[src/rtl/lock_pkg.sv]
// ---------------------------------------------------------------------------
// lock_pkg
// Shared definitions for the combination-lock controller:
//   - default digit count / digit width
//   - FSM state encoding (plain 2-bit constants)
//   - width helper that never returns zero
// ---------------------------------------------------------------------------
package lock_pkg;

  localparam int DEF_DIGITS  = 4;
  localparam int DEF_DIGIT_W = 4;

  localparam logic [1:0] ST_ENTRY   = 2'd0;
  localparam logic [1:0] ST_CHECK   = 2'd1;
  localparam logic [1:0] ST_OPEN    = 2'd2;
  localparam logic [1:0] ST_LOCKOUT = 2'd3;

  // Bits needed to hold values 0..n-1, at least 1 so vectors stay legal.
  function automatic int idx_width(input int n);
    return (n > 1) ? $clog2(n) : 1;
  endfunction

endpackage

[src/rtl/lock_sequencer_tick_timer.sv]
// ---------------------------------------------------------------------------
// tick_timer
// Prescaler plus tick counter shared by the OPEN and LOCKOUT windows.
// Ports:
//   clk, rst     clock, asynchronous active-high reset
//   i_start      clear both counters (asserted on entry to a timed state)
//   i_run        counters advance only while high; held at 0 otherwise
//   i_last_tick  index of the final tick of the current window
//   o_done       high during the last cycle of the window
// ---------------------------------------------------------------------------
module tick_timer #(
  parameter int TICK_DIV = 50000000,
  parameter int CNT_W    = 8
) (
  input  logic             clk,
  input  logic             rst,
  input  logic             i_start,
  input  logic             i_run,
  input  logic [CNT_W-1:0] i_last_tick,
  output logic             o_done
);

  localparam int PRE_W = $clog2(TICK_DIV);

  logic [PRE_W-1:0] r_pre;
  logic [CNT_W-1:0] r_ticks;
  logic             w_tick;

  assign w_tick = (r_pre == PRE_W'(TICK_DIV - 1));
  // Window of N ticks ends on the last prescaler cycle of tick N-1, so the
  // timed state lasts exactly N*TICK_DIV cycles from the clearing edge.
  assign o_done = i_run && w_tick && (r_ticks == i_last_tick);

  always_ff @(posedge clk or posedge rst) begin
    if (rst) begin
      r_pre   <= '0;
      r_ticks <= '0;
    end else if (i_start || !i_run) begin
      r_pre   <= '0;
      r_ticks <= '0;
    end else if (w_tick) begin
      r_pre   <= '0;
      r_ticks <= r_ticks + CNT_W'(1);
    end else begin
      r_pre   <= r_pre + PRE_W'(1);
    end
  end

endmodule

[src/rtl/lock_sequencer.sv]
// ---------------------------------------------------------------------------
// lock_sequencer
// Button-driven combination lock controller.
// Ports:
//   clk, rst   clock, asynchronous active-high reset
//   next_p     1-cycle pulse: increment the digit being composed
//   enter_p    1-cycle pulse: commit digit / early relock while open
//   code       target code, digit 0 in the LSBs
//   cur_digit  digit value being composed
//   digit_idx  index of the digit being composed
//   unlocked   high while the lock is open
//   alarm      high during the lockout window
//   fail_cnt   consecutive wrong codes
// All outputs come straight from registers.
// ---------------------------------------------------------------------------
module lock_sequencer
  import lock_pkg::*;
#(
  parameter int DIGITS        = DEF_DIGITS,
  parameter int DIGIT_W       = DEF_DIGIT_W,
  parameter int TICK_DIV      = 50000000,
  parameter int OPEN_TICKS    = 10,
  parameter int LOCKOUT_TICKS = 20,
  parameter int MAX_FAILS     = 3
) (
  input  logic                             clk,
  input  logic                             rst,
  input  logic                             next_p,
  input  logic                             enter_p,
  input  logic [DIGITS*DIGIT_W-1:0]        code,
  output logic [DIGIT_W-1:0]               cur_digit,
  output logic [$clog2(DIGITS)-1:0]        digit_idx,
  output logic                             unlocked,
  output logic                             alarm,
  output logic [$clog2(MAX_FAILS+1)-1:0]   fail_cnt
);

  localparam int IDX_W  = $clog2(DIGITS);
  localparam int FAIL_W = $clog2(MAX_FAILS + 1);
  localparam int MAX_T  = (OPEN_TICKS > LOCKOUT_TICKS) ? OPEN_TICKS : LOCKOUT_TICKS;
  localparam int CNT_W  = idx_width(MAX_T);

  logic [1:0]                r_state, r_state_next;
  logic [DIGIT_W-1:0]        r_cur_digit, r_cur_digit_next;
  logic [IDX_W-1:0]          r_digit_idx, r_digit_idx_next;
  logic [FAIL_W-1:0]         r_fail_cnt, r_fail_cnt_next;
  logic [DIGITS*DIGIT_W-1:0] r_entry, r_entry_next;
  logic                      r_unlocked, r_alarm;

  logic                      w_commit;
  logic                      w_match;
  logic                      w_timer_start;
  logic                      w_timer_run;
  logic                      w_timer_done;
  logic [CNT_W-1:0]          w_last_tick;

  // enter wins over next; a commit only happens while composing
  assign w_commit = (r_state == ST_ENTRY) && enter_p;

  // Each digit slot loads the pre-increment cur_digit when it is committed.
  for (genvar gi = 0; gi < DIGITS; gi++) begin : g_entry
    assign r_entry_next[gi*DIGIT_W +: DIGIT_W] =
      (w_commit && (r_digit_idx == IDX_W'(gi))) ? r_cur_digit
                                                : r_entry[gi*DIGIT_W +: DIGIT_W];
  end

  // code is only looked at here, so DIP changes mid-entry are harmless
  assign w_match = (r_entry == code);

  assign w_timer_run   = (r_state == ST_OPEN) || (r_state == ST_LOCKOUT);
  assign w_timer_start = (r_state_next != r_state) &&
                         ((r_state_next == ST_OPEN) || (r_state_next == ST_LOCKOUT));
  assign w_last_tick   = (r_state == ST_LOCKOUT) ? CNT_W'(LOCKOUT_TICKS - 1)
                                                 : CNT_W'(OPEN_TICKS - 1);

  tick_timer #(
    .TICK_DIV (TICK_DIV),
    .CNT_W    (CNT_W)
  ) u_tick_timer (
    .clk         (clk),
    .rst         (rst),
    .i_start     (w_timer_start),
    .i_run       (w_timer_run),
    .i_last_tick (w_last_tick),
    .o_done      (w_timer_done)
  );

  always_comb begin
    r_state_next     = r_state;
    r_cur_digit_next = r_cur_digit;
    r_digit_idx_next = r_digit_idx;
    r_fail_cnt_next  = r_fail_cnt;
    case (r_state)
      ST_ENTRY: begin
        if (enter_p) begin
          r_cur_digit_next = '0;
          if (r_digit_idx == IDX_W'(DIGITS - 1)) begin
            r_digit_idx_next = '0;
            r_state_next     = ST_CHECK;
          end else begin
            r_digit_idx_next = r_digit_idx + IDX_W'(1);
          end
        end else if (next_p) begin
          r_cur_digit_next = r_cur_digit + DIGIT_W'(1);
        end
      end
      ST_CHECK: begin
        if (w_match) begin
          r_fail_cnt_next = '0;
          r_state_next    = ST_OPEN;
        end else if (r_fail_cnt == FAIL_W'(MAX_FAILS - 1)) begin
          r_fail_cnt_next = FAIL_W'(MAX_FAILS);
          r_state_next    = ST_LOCKOUT;
        end else begin
          r_fail_cnt_next = r_fail_cnt + FAIL_W'(1);
          r_state_next    = ST_ENTRY;
        end
      end
      ST_OPEN: begin
        if (w_timer_done || enter_p) begin
          r_state_next = ST_ENTRY;
        end
      end
      ST_LOCKOUT: begin
        if (w_timer_done) begin
          r_fail_cnt_next = '0;
          r_state_next    = ST_ENTRY;
        end
      end
      default: r_state_next = ST_ENTRY;
    endcase
  end

  // Status flags follow the next state so they switch on the same edge.
  always_ff @(posedge clk or posedge rst) begin
    if (rst) begin
      r_state     <= ST_ENTRY;
      r_cur_digit <= '0;
      r_digit_idx <= '0;
      r_fail_cnt  <= '0;
      r_entry     <= '0;
      r_unlocked  <= 1'b0;
      r_alarm     <= 1'b0;
    end else begin
      r_state     <= r_state_next;
      r_cur_digit <= r_cur_digit_next;
      r_digit_idx <= r_digit_idx_next;
      r_fail_cnt  <= r_fail_cnt_next;
      r_entry     <= r_entry_next;
      r_unlocked  <= (r_state_next == ST_OPEN);
      r_alarm     <= (r_state_next == ST_LOCKOUT);
    end
  end

  assign cur_digit = r_cur_digit;
  assign digit_idx = r_digit_idx;
  assign fail_cnt  = r_fail_cnt;
  assign unlocked  = r_unlocked;
  assign alarm     = r_alarm;

endmodule
[config.mk]
export PLATFORM = sky130hd
export DESIGN_NAME = lock_sequencer
export DESIGN_NICKNAME = d
export VERILOG_FILES = /design/src/rtl/lock_pkg.sv /design/src/rtl/lock_sequencer_tick_timer.sv /design/src/rtl/lock_sequencer.sv
export SDC_FILE = /design/constraint.sdc
export NUM_CORES = 1
export LEC_CHECK = 0
export CAP_MARGIN = 20
export CORE_UTILIZATION = 40
export CTS_BUF_LIST = sky130_fd_sc_hd__clkbuf_8
export CTS_CLUSTER_DIAMETER = 40
export CTS_CLUSTER_SIZE = 12
export DETAILED_ROUTE_END_ITERATION = 8
export PLACE_DENSITY = 0.64
export SYNTH_ARGS = -nofsm -noshare
export SYNTH_HDL_FRONTEND = slang
export SYNTH_HIERARCHICAL = 1
export SYNTH_SLANG_ARGS = --single-unit
[constraint.sdc]
create_clock -name clk -period 2.5 [get_ports clk]
set_clock_uncertainty 0.05 [all_clocks]
set_input_delay 0.75 -clock clk [delete_from_list [all_inputs] [get_ports clk]]
set_output_delay 0.75 -clock clk [all_outputs]
set_load 0.02 [all_outputs]
# Word level (Yosys, flattened, before mapping)
# Cells that the tools add are included.
[totals]
regBits = 59
input_bits = 20
word_cells = 71
[classes]
mux = 19
n_eq_ne = 14
n_reduce_logical = 21
n_addsub = 5
[op_table]
columns = ["op", "n"]
rows = [
  ["26-bit 2-to-1 mux", 2],
  ["26-bit by 1-bit adder with 26-bit output, second input constant", 1],
  ["26-bit equality test, second input constant", 1],
  ["2-bit 2-to-1 mux", 10],
  ["16-bit equality test", 1],
  ["5-bit 2-to-1 mux", 3],
  ["2-bit equality test, second input constant", 7],
  ["1-bit logical AND", 8],
  ["4-bit 2-to-1 mux", 2],
  ["2-bit case mux with 4 select lines", 1],
  ["2-bit AND reduction", 3],
  ["2-bit nonzero test", 3],
  ["5-bit by 1-bit adder with 5-bit output, second input constant", 1],
  ["5-bit equality test", 1],
  ["2-bit by 1-bit adder with 2-bit output, second input constant", 2],
  ["4-bit by 1-bit adder with 4-bit output, second input constant", 1],
  ["2-bit by 1-bit equality test with 1-bit output, second input constant", 2],
  ["2-bit logical NOT", 2],
  ["1-bit logical OR", 4],
  ["2-bit case mux with 2 select lines", 1],
  ["2-bit inequality test", 1],
  ["2-bit inequality test, second input constant", 1],
  ["1-bit logical NOT", 1],
]

# Logic depth before layout (Yosys ltp)
# Gate-level depths: netlist of run 1.
[depth]
ltp_word = 12
mapped_depth = 10

# Modules after synthesis
# Netlist of run 1, hierarchy kept.
[by_module_without_submodules]
columns = ["module", "cells_per_inst", "instances", "area_per_inst_um2", "seq_area_each_um2"]
rows = [
  ["tick_timer", 176, 1, 1699.1, 775.7],
  ["lock_sequencer", 129, 1, 1453.9, 700.7],
]

# Least setup slack after synthesis of run 1
# OpenSTA, ideal clock, no wires.
[synth_path]
path_type = "input to register"
startpoint = "in code[3]"
endpoint = "reg u_tick_timer.r_pre[10]"
stages = 9
setup_time_ns = 0.132
path_slack_ns = 0.071
arrival_time_ns = 2.247
path_cell_list = "xnor2_1 > nand4_1 > nor4_4 > nor2_1 > nor2_1 > nand2b_1 > o21bai_4 > clkbuf_1 > nor2_1"
[synth_between]
elab_chain_cells = 8
word_cells_on_any_way = 10
cone_classes = "eq/ne (4); mux (3); reduce/logical (3)"
[synth_rtl]
columns = ["item", "line", "text"]
rows = [
  ["start, declared", "lock_sequencer.sv:30", "input logic [DIGITS*DIGIT_W-1:0] code,"],
  ["16-bit equality test *", "lock_sequencer.sv:68", "assign w_match = (r_entry == code);"],
  ["2-bit 2-to-1 mux *", "lock_sequencer.sv:108", "if (w_match) begin"],
  ["2-bit case mux with 4 select lines *", "lock_sequencer.sv:93", "case (r_state)"],
  ["2-bit equality test", "lock_sequencer.sv:72", "((r_state_next == ST_OPEN) || (r_state_next == ST_LOCKOUT));"],
  ["1-bit logical OR", "lock_sequencer.sv:72", ""],
  ["1-bit logical AND *", "lock_sequencer.sv:71", "assign w_timer_start = (r_state_next != r_state) &&"],
  ["via w_timer_start", "lock_sequencer.sv:52", "logic w_timer_start;"],
  ["1-bit logical OR *", "lock_sequencer_tick_timer.sv:38", "end else if (i_start || !i_run) begin"],
  ["26-bit 2-to-1 mux *", "lock_sequencer_tick_timer.sv:38", ""],
  ["end signal, assigned", "lock_sequencer_tick_timer.sv:45", "r_pre <= r_pre + PRE_W'(1);"],
  ["end, declared", "lock_sequencer_tick_timer.sv:25", "logic [PRE_W-1:0] r_pre;"],
]
# Mark *: on every way through the listed nets, which the timed path passes. The rest lies on a longest branch.
# A chain may end at the register's enable or synchronous reset.

# Worst setup path after layout of run 1
[layout_path]
startpoint = "in code[15]"
endpoint = "reg u_tick_timer.r_pre[11]"
# Same word-level chain as after synthesis.

==> results of run 1 <==
-- sequential cells by signal, summed over array words and instances (netlist names) --
signal                cells
fail_cnt                  2
u_tick_timer/r_pre       26
r_state                   2
alarm                     1
r_entry                  16
unlocked                  1
cur_digit                 4
digit_idx                 2
u_tick_timer/r_ticks      5
-- cells by family (layout without fill, tap and decap cells) --
family,after synthesis,in the layout,synth area share
multiplexers,17,17,0.0607
flip-flops,59,59,0.468
other,2,2,0.00238
adder cells (fa/ha/maj),8,8,0.0317
AND/OR/NAND/NOR,107,107,0.196
XOR/XNOR,34,34,0.0944
buffers and inverters,27,71,0.0421
AO/OA/AOI/OAI,51,54,0.105
-- cells in the mapped netlist, types with 8 or more instances --
cell	instances
o21ai_0	15
xnor2_1	25
nor2_1	20
or3_1	9
clkbuf_1	8
dfrtp_1	59
ha_1	8
nand3_1	13
a21oi_1	18
inv_1	13
o31ai_1	9
nand2_1	17
mux2_2	17
nand4_1	9
xor2_1	9
-- cell type report --
| type | instances | area share |
|---|---|---|
| clock buffers | 9 | 0.0316 |
| clock inverters | 7 | 0.0418 |
| multi-input cells | 222 | 0.407 |
| flip-flops and latches | 59 | 0.376 |
| inverters | 13 | 0.0124 |
| repair buffers | 42 | 0.0989 |
| well taps | 102 | 0.0325 |
-- layout by cell type, fill, tap and decap left out, types with 3 or more instances in the layout --
cell type / count
or3_1: 9
ha_1: 8
nand2_1: 17
dfrtp_1: 59
inv_1: 13
xor2_1: 9
nand4_1: 9
clkdlybuf4s50_1: 29
bufinv_16: 5
xnor2_1: 25
buf_4: 13
o21bai_4: 3
a21oi_1: 18
nor2_1: 20
o31ai_1: 9
o21ai_0: 15
nand3_1: 13
and3_1: 4
and4_1: 4
or4_1: 7
mux2_2: 17
nor3_1: 7
clkbuf_8: 9
nor4_1: 4
-- final timing paths --
kind                                          endpoint  slack [ns]  depth (start not counted)
worst max register to register  u_tick_timer/r_pre[22]        0.33                          5
min in group asynchronous                   r_state[1]        0.75                          3
worst min register to register   u_tick_timer/r_pre[0]        0.43                          1
worst max-delay path            u_tick_timer/r_pre[11]        0.11                          9
max in group asynchronous        u_tick_timer/r_pre[5]        1.32                          3
worst min-delay path             u_tick_timer/r_pre[0]        0.43                          1
-- power by group --
group | internal (mW) | switching (mW) | leakage [nW]
clock | 0.864 | 0.399 | 0.143
combinational | 0.417 | 0.410 | 0.682
sequential | 1.08 | 0.0957 | 0.809
-- layer usage --
metal / wire length (um) / vias up
met2: 2990 / 40
met4: 74 / 0
li1: - / 1181
met1: 3180 / 1170
met3: 232 / 6
met5: 0 / -
-- worst reg2reg max path, delay by kind of cell (launching register included) --
family,cells,cell delay [ns]
simple gates,3,1.30
flops,1,0.38
fa+ha+maj,1,0.24
compound gates,1,0.14
-- through the flow --
step           worst slack, ns  instances  cell area, um^2  hold WS, ns
3_5_place_dp            -0.333        435             3580        0.424
6_report                 0.109        454             3920        0.429
3_3_place_gp            -0.266        435             3580        0.420
4_1_cts                 0.0242        451             3870        0.433
5_1_grt                 0.0280        454             3920        0.465
2_1_floorplan           0.0715        305             3150        0.405
==> impl_metrics.toml, run 1 <==
[detailed_routing]
first_pass_iters = 4
viasPerCell = 5.28
wirelength_um = 6480
drt-wirelength-per-cell_um = 14.3
via_count = 2397
drc = 0
drt_iter0_markers = 122
ant_nets = 0

[grt]
grtUsageMet1 = 0.210
grt_remaining_overflow = 0
gr-usage-met2 = 0.262
grtUsageMet3 = 0.0471
busiest_layer = "met2"
grtUsageTotal = 0.163
grt_pass1_vias = 2321
grt_pass1_wl_um = 10600
grt_max_degree = 32
antenna_found_initial = 0

[timing]
rsz0062_at_grt = "no"
tns_ns = 0
period_share = 0.956
maxSlewViolCount = 0
hold_viol = 0
setup_viol = 0
fmax_mhz = 418
period_needed_ns = 2.39

[worst_setup_path]
required_ns = 2.66
start_kind = "input pin"
crit_path_top_delay_cell = "clkdlybuf4s50_1"
cp_top_family = "simple AND/OR/NAND/NOR gates"
crit_type = "in -> reg"
cp-startpoint = "code[15]"
critPathMaxFanout = 6
path_cells = "clkdlybuf4s50_1, xnor2_1, nand4_1, nor4_4, nor2_1, nor2_1, nand2b_2, o21bai_2, nor2_1"
max_stage_delay_ns = 0.48
worstSetupEndpointType = "flip-flop"
worstPathArrival_ns = 2.55
critPathBufInv = 1
critPathMostFrequentCell = "nor2_1"
r2r-start = "u_tick_timer/r_pre[0]"

[placed_design]
portBuffers = 29
place.gp.congestion = 0.798
hpwl_um = 4280

[finish]
layout.area.seq_mm2 = 0.00148
diodes = 0
multi_input_area_mm2 = 0.00160
layout-drive-gt1-share = 0.179
layout.nets = 375
nFillCells = 720
post-route-util = 0.510
syn_to_final_growth_pct = 24.4

[cts]
cts.sinks = 59
clock-root-buffer = "clkbuf_8"
cts-buffers-inserted = 9
cts_setup_buffers = 0
clkTransAtPathRegs_ns = 0.07
cts_buffer_depth = 2
cts_tree = "done"
ctsHoldBuffers = 0
htreeDepth = 3
ctsResizeCount = 0
clkLatencyLatePin_ns = 0.34

[logic_synthesis]
syn_area_per_cell_um2 = 10.3
yosysWarnings = 6
ys.flop_type = "dfrtp_1"
synth_nets = 333
synth-seq-area-share = 0.468
ys_async_sr_fraction = 1.00
synth_top_area_share = 0.468
synth_area_leaders = "dfrtp_1 (47%), xnor2_1 (6.9%), mux2_2 (6.1%)"
ys_seq_elements = 59
yosysUniqueCellTypes = 44
synthCells = 305
netlist_area_mm2 = 0.00315
synth-edff-count = 0
synth_top_cell_by_area = "dfrtp_1"

[pwr]
ir_drop_mv = 0.346
p_leak_nw = 1.63
total_power_mw = 3.27
powerDensity_mw_per_mm2 = 833

[die]
die_w_um = 90.8
core_mm2 = 0.00769
ios = 30
start_util = 0.410
die_h_um = 90.8
dieArea_mm2 = 0.00824
fp-row-count = 32

[run]
cap_violations = 0

[worst_hold_path]
hp-class = "reg -> reg"
min_from = "u_tick_timer/r_pre[0]"

[status]
outcome = "completed"
(Power assumes the default switching activity.)
==> run 2: changes to the inputs <==
--- a/config.mk
+++ b/config.mk
@@ -9,7 +9,7 @@
 export CORE_UTILIZATION = 40
 export CTS_BUF_LIST = sky130_fd_sc_hd__clkbuf_8
 export CTS_CLUSTER_DIAMETER = 40
-export CTS_CLUSTER_SIZE = 12
+export CTS_CLUSTER_SIZE = 30
 export DETAILED_ROUTE_END_ITERATION = 8
 export PLACE_DENSITY = 0.64
 export SYNTH_ARGS = -nofsm -noshare
==> results of run 2 <==
No change in the layout: final DEF, timing and power equal those of run 1.
